<file path="config.mk">
export PLATFORM = sky130hd
export DESIGN_NAME = sdr_ref_ctrl
export DESIGN_NICKNAME = d
export VERILOG_FILES = /design/src/rtl/sdr_ref_ctrl.sv
export SDC_FILE = /design/constraint.sdc
export NUM_CORES = 1
export LEC_CHECK = 0
export ABC_AREA = 1
export CAP_MARGIN = 20
export CORE_ASPECT_RATIO = 1.4
export CORE_MARGIN = 2
export CORE_UTILIZATION = 54
export DETAILED_ROUTE_END_ITERATION = 8
export MAX_ROUTING_LAYER = met4
export PLACE_DENSITY = 0.77
export SLEW_MARGIN = 5
export SYNTH_ARGS = -nofsm -noshare
export SYNTH_HDL_FRONTEND = slang
export SYNTH_SLANG_ARGS = --single-unit
</file>
<file path="constraint.sdc">
create_clock -name sdram_clk -period 2.41 [get_ports sdram_clk]
set_input_delay 0.482 -clock sdram_clk [delete_from_list [all_inputs] [get_ports sdram_clk]]
set_output_delay 0.482 -clock sdram_clk [all_outputs]
set_load 0.005 [all_outputs]
</file>
<file path="src/rtl/sdr_ref_ctrl.sv">
// sdr_ref_ctrl: SDRAM auto-refresh credit tracker (interval timer + pending-credit counter).
// Latency: credit visible on ref_pending the edge after the timer expires; refresh_req/ref_urgent are combinational decodes of it.
// Backpressure: none; credits accumulate up to MAX_PEND, a credit arriving at saturation sets sticky ref_overflow.
//
// Ports:
//   sdram_clk    - sole clock, rising edge
//   sdram_rst_n  - synchronous active-low reset
//   ref_en       - enables the refresh interval timer
//   cmd_aref     - one-cycle auto-refresh acknowledge from the command FSM
//   state_idle   - command FSM idle (postpone build only)
//   fifo_empty   - ingress command FIFO empty (postpone build only)
//   refresh_req  - request to issue auto-refresh
//   ref_urgent   - pending credits at MAX_PEND
//   ref_pending  - registered outstanding credit count
//   ref_overflow - sticky: a credit was lost at saturation
//
// Build option: define SDR_REF_POSTPONE_EN to defer refresh while traffic is
// queued, unless credits reach LAZY_THR.
module sdr_ref_ctrl #(
    parameter int REF_INTERVAL = 780,
    parameter int MAX_PEND     = 8,
    parameter int LAZY_THR     = 4
) (
    input  logic       sdram_clk,
    input  logic       sdram_rst_n,
    input  logic       ref_en,
    input  logic       cmd_aref,
    input  logic       state_idle,
    input  logic       fifo_empty,
    output logic       refresh_req,
    output logic       ref_urgent,
    output logic [3:0] ref_pending,
    output logic       ref_overflow
);
    localparam logic [15:0] RELOAD   = 16'(REF_INTERVAL - 1);
    localparam logic [3:0]  PEND_MAX = 4'(MAX_PEND);

    logic [15:0] timer;
    logic [3:0]  pending;
    logic        overflow;
    logic        tick;

    // Timer expiry and reload happen on the same edge, so ticks are
    // exactly REF_INTERVAL cycles apart.
    assign tick = ref_en && (timer == 16'd0);

    always_ff @(posedge sdram_clk) begin
        if (!sdram_rst_n) begin
            timer <= RELOAD;
        end else if (!ref_en || tick) begin
            timer <= RELOAD;
        end else begin
            timer <= timer - 16'd1;
        end
    end

    // A tick and an acknowledge on the same edge cancel out; an ack with
    // nothing pending (init-sequence refreshes) is simply ignored.
    always_ff @(posedge sdram_clk) begin
        if (!sdram_rst_n) begin
            pending  <= 4'd0;
            overflow <= 1'b0;
        end else if (tick && !cmd_aref) begin
            if (pending == PEND_MAX) begin
                overflow <= 1'b1;
            end else begin
                pending <= pending + 4'd1;
            end
        end else if (cmd_aref && !tick && (pending != 4'd0)) begin
            pending <= pending - 4'd1;
        end
    end

    assign ref_pending  = pending;
    assign ref_overflow = overflow;
    assign ref_urgent   = (pending == PEND_MAX);

`ifdef SDR_REF_POSTPONE_EN
    localparam logic [3:0] LAZY_C = 4'(LAZY_THR);

    assign refresh_req = (pending >= LAZY_C)
                       || ((pending != 4'd0) && state_idle && fifo_empty);
`else
    // Idle/FIFO status and LAZY_THR only matter when postponing.
    logic unused_ok;
    assign unused_ok   = &{1'b0, state_idle, fifo_empty, (LAZY_THR > 0)};
    assign refresh_req = (pending != 4'd0);
`endif

endmodule

</file>
==> qor.txt, run 1 <==
STATUS
--------------------------------------------------------------------------------
Run status                                                             completed

SYNTH
--------------------------------------------------------------------------------
Mean Syn Cell Area                                                     7.47 um^2
Yosys warnings                                                                 0
Adder-Cell Fraction of Synth Area                                          5.90%
Post-synthesis net count                                                     170
Share of the yosys chip area belonging to registers                        35.4%
Cell type with the highest aggregate area in the netlist            sky130_fd_sc_hd__dfxtp_1
Post-Syn Area                                                       0.00119 mm^2
Fraction of synthesized cell area taken by the top area cell type          35.4%
Gate count after technology mapping                                          159
Seq cells post-synth                                                          21
Simple-gate portion of the synthesized area                                34.8%
Number of library cell types mapped by synthesis                              29
Combinational family with the most area after synthesis             simple AND/OR/NAND/NOR gates
Fraction of synthesized area in multiplexers                                  0%
Cells taking the most area after synthesis                          sky130_fd_sc_hd__dfxtp_1 35%, sky130_fd_sc_hd__inv_1 7.9%, sky130_fd_sc_hd__nand2_1 7.9%
Xor and xnor fraction of the mapped netlist area                           2.21%
Synthesized-area fraction occupied by ao, oa, aoi and oai cells            12.9%

CRITICAL PATH
--------------------------------------------------------------------------------
Crit path launch                                                        timer[0]
Flop-to-flop setup slack                                                 0.22 ns
Required time of the critical path                                       2.64 ns
CP max stage delay                                                       0.34 ns
Worst R2R Path Depth                                                          13
Kind of end point of the critical path                                 flip-flop
Setup crit end                                                      ref_pending[3]
Critical path start-end classification                              flip-flop to flip-flop
Capture instance of the worst register-to-register path             ref_pending[3]
Critical path, cell by cell                                         inv_1, ha_1, nand3_2, nor2_4, nand4_4, ha_1, a21boi_0, nor2_1, nand4_1, nand2_1, inv_1, a21oi_2, nor2_1
Maximum fanout along the worst path                                            4
Slowest-stage cell, CP                                              sky130_fd_sc_hd__dfxtp_1
RR Startpoint                                                           timer[0]
Worst Path Arrival                                                       2.42 ns
Element type at the critical path start                                flip-flop

CELLS AND AREA
--------------------------------------------------------------------------------
Area used by multi-input combinational logic                            662 um^2
Number of nets in the layout                                                 187
FF/Latch Area                                                           420 um^2
Ratio of cells with drive above 1 in the final layout                      16.6%
Post-layout instance area                                           0.00136 mm^2
Antenna cell count                                                             0
Layout Area Growth over Synthesis                                          14.2%
Filler Cells Inserted                                                        191
Final cell count without fillers                                             197

FLOORPLANNING
--------------------------------------------------------------------------------
Die extent in y                                                          59.5 um
X dimension of the die                                                   43.6 um
Row count                                                                     20
Starting density of the core                                               55.8%
Boundary pin count                                                            13
Die ar.                                                             0.00260 mm^2
Placeable Area                                                      0.00213 mm^2

TIMING
--------------------------------------------------------------------------------
Final Slew Violations                                                          0
Final worst-path setup slack                                            0.221 ns
Final count of negative-setup-slack endpoints                                  0
Post-Route Skew                                                        0.0109 ns
Final hold violation count                                                     0
Clock period minus worst slack                                           2.19 ns
Max Freq                                                                 457 MHz
Share of the clock period used by the worst path after layout              90.8%
Worst-case hold slack                                                   0.418 ns
Setup TNS                                                                   0 ns
Setup repair after global routing missed its margin                        false
Transition at the pin with the smallest max-transition slack            0.246 ns
Rel. slew slack                                                            83.6%

ROUTE
--------------------------------------------------------------------------------
Wirelength per Cell                                                      12.7 um
Vias after detailed routing                                                 1078
Starting DRT DRC Count                                                        25
Number of detailed-routing iterations run before antenna repair                5
# DRC                                                                          0
Avg Vias per Cell                                                           5.47
Total length of routed wires                                             2.50 mm
Antenna violation net count after detailed routing                             0

MIN PATH
--------------------------------------------------------------------------------
Worst Hold Class                                                    flip-flop to flip-flop
Count of cells along the worst hold path                                       1
Hold wc startpoint                                                      timer[0]

GLOBAL ROUTING
--------------------------------------------------------------------------------
Via count of the first global-routing pass                                  1093
Congestion Overflow GR                                                         0
Largest net degree at the start of global routing                             12
Overall global routing resource usage                                      23.6%
Wire length of the first global-routing pass                             4.49 mm
Initial antenna violation count                                                0

PLACED DESIGN
--------------------------------------------------------------------------------
Routability-driven placement congestion ratio                              0.832
Cell count after placement                                                   193
Placed wire-length estimate after detailed placement                     1.92 mm
Port bufs                                                                     10
Area after DPL                                                      0.00133 mm^2
Pre-CTS WS                                                             0.0901 ns

PWR
--------------------------------------------------------------------------------
Worst voltage drop across the vdd grid                                    516 uV
Pleak                                                                   0.581 nW
Power density of the placed cells                                    710 mW/mm^2

CLOCK TREE
--------------------------------------------------------------------------------
Hold buffer count at cts                                                       0
Number of clock sinks                                                         21
Post-CTS sizing                                                                0
TritonCTS clock tree                                                       built
Worst-Skew Late Latency                                                  0.31 ns
Max clock buf depth                                                            2
Number of clock buffers inserted by TritonCTS                                  3
Number of post-CTS setup repair buffers                                        0
Root buffer selected by CTS                                         sky130_fd_sc_hd__clkbuf_4
Count of H-tree levels built during CTS                                        1
Clock-pin slew on the worst setup and hold paths                         0.12 ns

RUN
--------------------------------------------------------------------------------
MaxCap Viol Count                                                              0

-- per-layer routing --
metal | part of all wire, % | wire [um] | track usage (%)
met4 | 3.1 | 78 | 13.0
met3 | 3.4 | 84 | 4.27
met2 | 55 | 1380 | 42.9
met5 | 0 | 0 | -
met1 | 38 | 959 | 23.0
-- power breakdown --
group	internal [W]	total, W	switching, W	leakage [nW]
combinational	0.000184	0.000364	0.000181	0.396
clock	0.0000647	0.000177	0.000112	0.0150
sequential	0.000378	0.000423	0.0000444	0.170
-- cells in the final DEF (no fill, tap or decap), drive strengths merged, types with 2 or more instances in the layout --
| master | count |
|---|---|
| a31oi | 2 |
| clkdlybuf4s50 | 10 |
| nand2 | 28 |
| o21ai | 10 |
| nand3 | 11 |
| inv | 28 |
| nor2 | 32 |
| nand4 | 2 |
| buf | 2 |
| ha | 4 |
| xor2 | 2 |
| dfxtp | 21 |
| clkbuf | 4 |
| a21oi | 9 |
| nand3b | 2 |
| o31ai | 2 |
-- worst min path at each step --
stage,endpoint,slack (ns)
floorplan,timer[0],0.38
global placement,timer[0],0.39
detailed placement,timer[0],0.39
CTS,timer[0],0.42
global route,timer[0],0.45
finish,timer[0],0.42
-- stage by stage --
stage          util [%]  total power (W)
4_1_cts            63.8         0.000968
3_3_place_gp       62.5         0.000783
3_5_place_dp       62.5         0.000795
6_report           63.8         0.000963
2_1_floorplan         -         0.000641
5_1_grt            63.8          0.00103
-- registers in the layout, summed over array words and instances, names as in the netlist --
register and cells:
ref_pending 4, ref_overflow 1, timer 16
-- layout make-up --
type / instances / share of cell area, %
clock buffer: 4 / 1.94
inverter: 28 / 7.75
multi-input combinational: 110 / 48.8
sequential: 21 / 31.0
tap: 22 / 2.03
timing repair buffer: 12 / 8.49
-- cells in the mapped netlist --
library cell,instances
sky130_fd_sc_hd__a21boi_0,1
sky130_fd_sc_hd__a21oi_1,8
sky130_fd_sc_hd__a21oi_2,1
sky130_fd_sc_hd__a31oi_1,2
sky130_fd_sc_hd__dfxtp_1,21
sky130_fd_sc_hd__fa_1,1
sky130_fd_sc_hd__ha_1,4
sky130_fd_sc_hd__inv_1,25
sky130_fd_sc_hd__inv_2,3
sky130_fd_sc_hd__nand2_1,25
sky130_fd_sc_hd__nand2_2,3
sky130_fd_sc_hd__nand3_1,8
sky130_fd_sc_hd__nand3_2,3
sky130_fd_sc_hd__nand3b_1,1
sky130_fd_sc_hd__nand3b_2,1
sky130_fd_sc_hd__nand4_1,1
sky130_fd_sc_hd__nand4_4,1
sky130_fd_sc_hd__nor2_1,23
sky130_fd_sc_hd__nor2_2,4
sky130_fd_sc_hd__nor2_4,5
sky130_fd_sc_hd__nor3_2,1
sky130_fd_sc_hd__o21a_1,1
sky130_fd_sc_hd__o21ai_0,3
sky130_fd_sc_hd__o21ai_1,6
sky130_fd_sc_hd__o21ai_4,1
sky130_fd_sc_hd__o31ai_1,2
sky130_fd_sc_hd__or2_2,1
sky130_fd_sc_hd__xnor2_1,1
sky130_fd_sc_hd__xor2_1,2
-- cell families (layout without fill, tap and decap cells) --
logic type,Yosys count,in the layout
compound gates,25,25
xor+xnor,3,3
fa+ha+maj,5,5
buf+inv,28,44
flops,21,21
simple gates,77,77
-- worst max-delay path, delay by kind of cell, from the launching register on --
family,cells,cell delay (ns)
simple gates,7,0.82
fa+ha+maj,2,0.54
flops,1,0.34
compound gates,2,0.25
buf+inv,2,0.16
Power figures use the tool's default switching activity.
==> run 2: changes to the inputs <==
--- a/config.mk
+++ b/config.mk
@@ -7,7 +7,7 @@
 export LEC_CHECK = 0
 export ABC_AREA = 1
 export CAP_MARGIN = 20
-export CORE_ASPECT_RATIO = 1.4
+export CORE_ASPECT_RATIO = 1.25
 export CORE_MARGIN = 2
 export CORE_UTILIZATION = 54
 export DETAILED_ROUTE_END_ITERATION = 8
==> qor.txt, run 2 (synthesis gave the netlist of run 1 again) <==
GLOBAL ROUTING
------------------------------------------------------------------------------
Wire length of the first global-routing pass                           4.11 mm   -8.3%
Overall global routing resource usage                                    21.8%   -1.9 points
Largest net degree at the start of global routing                           12   unchanged
Via count of the first global-routing pass                                1029   -5.9%
Initial antenna violation count                                              0   unchanged
Congestion Overflow GR                                                       0   unchanged

CRITICAL PATH
------------------------------------------------------------------------------
Required time of the critical path                                     1.93 ns   -0.71 ns
Critical path start-end classification                            flip-flop to output pin
Maximum fanout along the worst path                                          6   +2
Element type at the critical path start                              flip-flop
Slowest-stage cell, CP                                            sky130_fd_sc_hd__clkdlybuf4s50_1
Kind of end point of the critical path                              output pin
CP max stage delay                                                     0.52 ns   +0.18 ns
Critical path, cell by cell                                       nor2_1, nand3_1, inv_1, clkdlybuf4s50_1
Worst Path Arrival                                                     1.66 ns   -0.76 ns
Flop-to-flop setup slack                                               0.28 ns   +0.06 ns

PLACED DESIGN
------------------------------------------------------------------------------
Port bufs                                                                   10   unchanged
Area after DPL                                                    0.00133 mm^2   about the same
Routability-driven placement congestion ratio                            0.787   -5.4%
Placed wire-length estimate after detailed placement                   1.74 mm   -9.1%

FLOORPLANNING
------------------------------------------------------------------------------
Die extent in y                                                        56.4 um   -5.1%
Placeable Area                                                    0.00214 mm^2   +0.59%
Starting density of the core                                             55.5%   -0.33 points
Boundary pin count                                                          13   unchanged
Die ar.                                                           0.00259 mm^2   -0.12%
Row count                                                                   19   -5.0%
X dimension of the die                                                 45.9 um   +5.3%

ROUTE
------------------------------------------------------------------------------
Vias after detailed routing                                               1012   -6.1%
# DRC                                                                        0   unchanged
Starting DRT DRC Count                                                      31   +24%
Avg Vias per Cell                                                         5.16   -5.6%
Antenna violation net count after detailed routing                           0   unchanged
Total length of routed wires                                           2.16 mm   -14%
Wirelength per Cell                                                    11.0 um   -13%
Number of detailed-routing iterations run before antenna repair              4   -1

CELLS AND AREA
------------------------------------------------------------------------------
Layout Area Growth over Synthesis                                        14.1%   about the same
Post-layout instance area                                         0.00136 mm^2   about the same
Highest-count cells in the layout ignoring fill and taps          25 x sky130_fd_sc_hd__nand2_1, 25 x sky130_fd_sc_hd__inv_1, 23 x sky130_fd_sc_hd__nor2_1
Final standard cell utilization of the core                              63.3%   -0.43 points
Antenna cell count                                                           0   unchanged
Most flop-heavy register                                                 timer
Filler Cells Inserted                                                      189   -1.0%
Number of nets in the layout                                               187   unchanged
Ratio of cells with drive above 1 in the final layout                    16.6%   unchanged
Number of flip-flops in the largest register                                16   unchanged

CLOCK TREE
------------------------------------------------------------------------------
Max clock buf depth                                                          2   unchanged
Post-CTS sizing                                                              0   unchanged
Clock-pin slew on the worst setup and hold paths                       0.10 ns   -0.02 ns
Number of post-CTS setup repair buffers                                      0   unchanged
Number of clock sinks                                                       21   unchanged
Worst-Skew Late Latency                                                0.31 ns   about the same
Count of H-tree levels built during CTS                                      1   unchanged
Root buffer selected by CTS                                       sky130_fd_sc_hd__clkbuf_4
Hold buffer count at cts                                                     0   unchanged
Number of clock buffers inserted by TritonCTS                                3   unchanged
TritonCTS clock tree                                                     built

TIMING
------------------------------------------------------------------------------
Setup repair after global routing missed its margin                      false
Max Freq                                                               467 MHz   +2.2%
Share of the clock period used by the worst path after layout            88.9%   -1.9 points
Final Slew Violations                                                        0   unchanged
Post-Route Skew                                                     0.00559 ns   -0.00535 ns
Final count of negative-setup-slack endpoints                                0   unchanged
Final hold violation count                                                   0   unchanged
Clock period minus worst slack                                         2.14 ns   -0.0466 ns
Transition at the pin with the smallest max-transition slack          0.248 ns   +0.00210 ns
Worst-case hold slack                                                 0.418 ns   -0.000218 ns
Rel. slew slack                                                          83.4%   -0.13 points
Setup TNS                                                                 0 ns   unchanged

PWR
------------------------------------------------------------------------------
PnR Total Power                                                     0.000946 W   -1.9%
Pleak                                                                 0.581 nW   unchanged
Power density of the placed cells                                  698 mW/mm^2   -1.8%
Worst voltage drop across the vdd grid                                  502 uV   -2.7%

MIN PATH
------------------------------------------------------------------------------
Worst Hold Class                                                  flip-flop to flip-flop

RUN
------------------------------------------------------------------------------
MaxCap Viol Count                                                            0   unchanged

STATUS
------------------------------------------------------------------------------
Run status                                                           completed

run 2: cell counts in the layout (fill, tap and decap cells not counted):
No cell type changed its count.
run 2: worst max-delay path, delay by kind of cell, from the launching register on:
family	cells	cell delay [ns]
simple gates	2	0.32
buf+inv	2	0.65
flops	1	0.39
run 2: worst paths after layout:
path,start,endpoint,cells past startpoint
worst max register to register,timer[0],ref_pending[3],15
worst min register to register,timer[0],timer[0],1
worst max-delay path,ref_pending[0],ref_urgent,4
worst min-delay path,timer[0],timer[0],1
run 2: final cells by class:
class,count,area (um^2),area share [%]
timing repair buffer,12,115,8.49
clock buffer,4,26.3,1.94
multi-input combinational,110,662,48.8
sequential,21,420,31.0
tap,21,26.3,1.94
inverter,28,105,7.76
run 2: through the flow:
step	setup WS, ns	cells
after CTS	0.246	196
after global placement	0.158	192
after detailed placement	0.146	192
final	0.268	196
after floorplan	0.424	159
after global routing	0.0559	196
run 2: routing by layer:
layer / track usage [%] / part of all wire [%] / vias to the layer above
li1: - / - / 537
met1: 23.7 / 42 / 456
met2: 36.5 / 53 / 14
met3: 3.22 / 2.6 / 5
met4: 11.0 / 2.6 / 0
met5: - / 0 / -
run 2: where the power goes:
part / switching (W) / leakage (nW) / internal [W]
combinational: 0.000171 / 0.396 / 0.000184
clock: 0.000104 / 0.0150 / 0.0000647
sequential: 0.0000442 / 0.170 / 0.000378
==> run 3: changes to the inputs <==
--- a/config.mk
+++ b/config.mk
@@ -13,7 +13,9 @@
 export DETAILED_ROUTE_END_ITERATION = 8
 export MAX_ROUTING_LAYER = met4
 export PLACE_DENSITY = 0.77
+export SKIP_LAST_GASP = 1
 export SLEW_MARGIN = 5
 export SYNTH_ARGS = -nofsm -noshare
 export SYNTH_HDL_FRONTEND = slang
 export SYNTH_SLANG_ARGS = --single-unit
+export TNS_END_PERCENT = 50
==> results of run 3 <==
Same layout as run 2: the final DEF is identical, and so are final timing and power.
==> patch, RTL diff (settings of run 2) <==
Register the output `ref_overflow` once more, without a reset; this adds one clock of latency there. The other outputs are not delayed to match.
--- a/src/rtl/sdr_ref_ctrl.sv
+++ b/src/rtl/sdr_ref_ctrl.sv
@@ -72,7 +72,9 @@
     end
 
     assign ref_pending  = pending;
-    assign ref_overflow = overflow;
+    always_ff @(posedge sdram_clk) begin
+        ref_overflow <= overflow;
+    end
     assign ref_urgent   = (pending == PEND_MAX);
 
 `ifdef SDR_REF_POSTPONE_EN
Behaviour: no difference found for any inputs over 10 cycles, from zero or initial values and one cycle with sdram_rst_n low; that may be too few to reach the edited logic, so the function may still have changed.
==> patch against run 2 <==
Sequential cell count grew 1; first-iteration DRC count down 3.2%; power up 6.4%; highest routed layer unchanged; design area increased by 3.1%; wire length is 7.8% higher; setup slack got worse by 0.017 ns; register-to-register slack got worse by 0.02 ns; maximum frequency decreased by 0.77%; global-route usage rose by 0.27 points; synthesized area increased by 1.7%; non-clock buffer count unchanged.
==> patch: results (changes against run 2) <==
Routing
  • DR WL met2: 1290 um (+13%)
  • WL final: 2320 um (+7.8%)
  • Met1 wire length: 924 um (+3.1%)
  • Metal3 WL: 66 um (+20%)
  • Vias: 1,041 (+2.9%)
  • Drt pass-1 iters: 4 (unchanged)

Global route
  • Vias in the first global route: 1,088 (+5.7%)
  • Pin count of the biggest net entering global routing: 13 (+1)
  • First-pass GRT wire length: 4140 um (+0.68%)
  • Tot GR Track Use: 0.220 (+0.00265)

Timing
  • Worst-margin pin slew: 0.243 ns (-0.00444 ns)
  • Hold Worst Slack: 0.360 ns (-0.0580 ns)
  • Clock Skew: 0.00117 ns (-0.00442 ns)

Placement
  • Post-DP Area: 1360 um^2 (+2.4%)
  • Setup Slack @ Placement: 0.114 ns (-0.0328 ns)
  • Detailed placement HPWL: 1880 um (+8.2%)
  • GP Congestion: 0.803 (+2.1%)
  • Placed Instances: 203 (+5.7%)

Layout
  • Non-filler cells, final: 207 (+5.6%)
  • Sequential cell area share: 0.315 (+0.00488)
  • Share of cells above drive strength 1: 0.170 (+0.00474)
  • Area share of buffers outside the clock network: 0.0824 (-0.00259)
  • Nets@finish: 188 (+0.53%)
  • Seq Cell Count: 22 (+4.8%)
  • Synth-to-Final Area Change: 15.8%

Setup path
  • Arr. time, crit path: 1.68 ns (+0.02 ns)
  • Largest fanout on the critical path: 6 (unchanged)
  • R2R setup slack: 0.26 ns (-0.02 ns)

Power
  • Switching Power: 0.334 mW (+4.7%)
  • Max IR drop VDD: 0.000527 V (+5.1%)
  • Pleak: 0.595 nW (+2.4%)

Min path
  • Hold Crit Depth: 0 (-1)
  • Hold_sp: overflow$_SDFFE_PN0P_
  • Worst Hold Path EP: ref_overflow$_DFF_P_

Floorplan
  • N_taps: 31 (+48%)

Synthesis
  • Synth area leaders: dfxtp_1 (36%), inv_1 (7.8%), nand2_1 (7.8%), nor2_1 (7.2%), nor2_4 (4.7%)
  • Syn Area/Cell: 7.55 um^2 (+1.1%)
  • Syn nets: 171 (+0.59%)
  • Register area share after synthesis: 0.365 (+0.0107)

Clocking
  • Reg clk slew, reported paths: 0.12 ns (+0.02 ns)
  • Postcts setup bufs: 0 (unchanged)

Outcome
  • Status: complete, no violations
[patch: cell count changes after synthesis, sizes merged]
cell   delta
dfxtp     +1
[patch: kinds of logic after synthesis]
kind of cell,share of synthesized area
buffers and inverters,0.0870
flip-flops,0.365
AND/OR/NAND/NOR,0.342
adder cells (fa/ha/maj),0.0580
AO/OA/AOI/OAI,0.126
XOR/XNOR,0.0218
[patch: worst max-delay path, cell delays in order, from the launching register on]
cell	delay (ns)
dfxtp_1	0.40
nor2_1	0.21
nand3_1	0.12
inv_1	0.13
clkdlybuf4s50_1	0.51
[patch: power by group through the flow]
stage	Combinational (mW)	Sequential (mW)	Clock, mW
final	0.362	0.439	0.205
after global routing	0.410	0.446	0.223
after CTS	0.369	0.440	0.210
after detailed placement	0.365	0.447	0
after global placement	0.354	0.446	0
after floorplan	0.215	0.443	0
[patch: per-layer routing]
layer	track usage	vias to the layer above
li1	-	538
met1	0.227	481
met2	0.385	17
met3	0.0482	5
met4	0.0857	0
met5	-	-
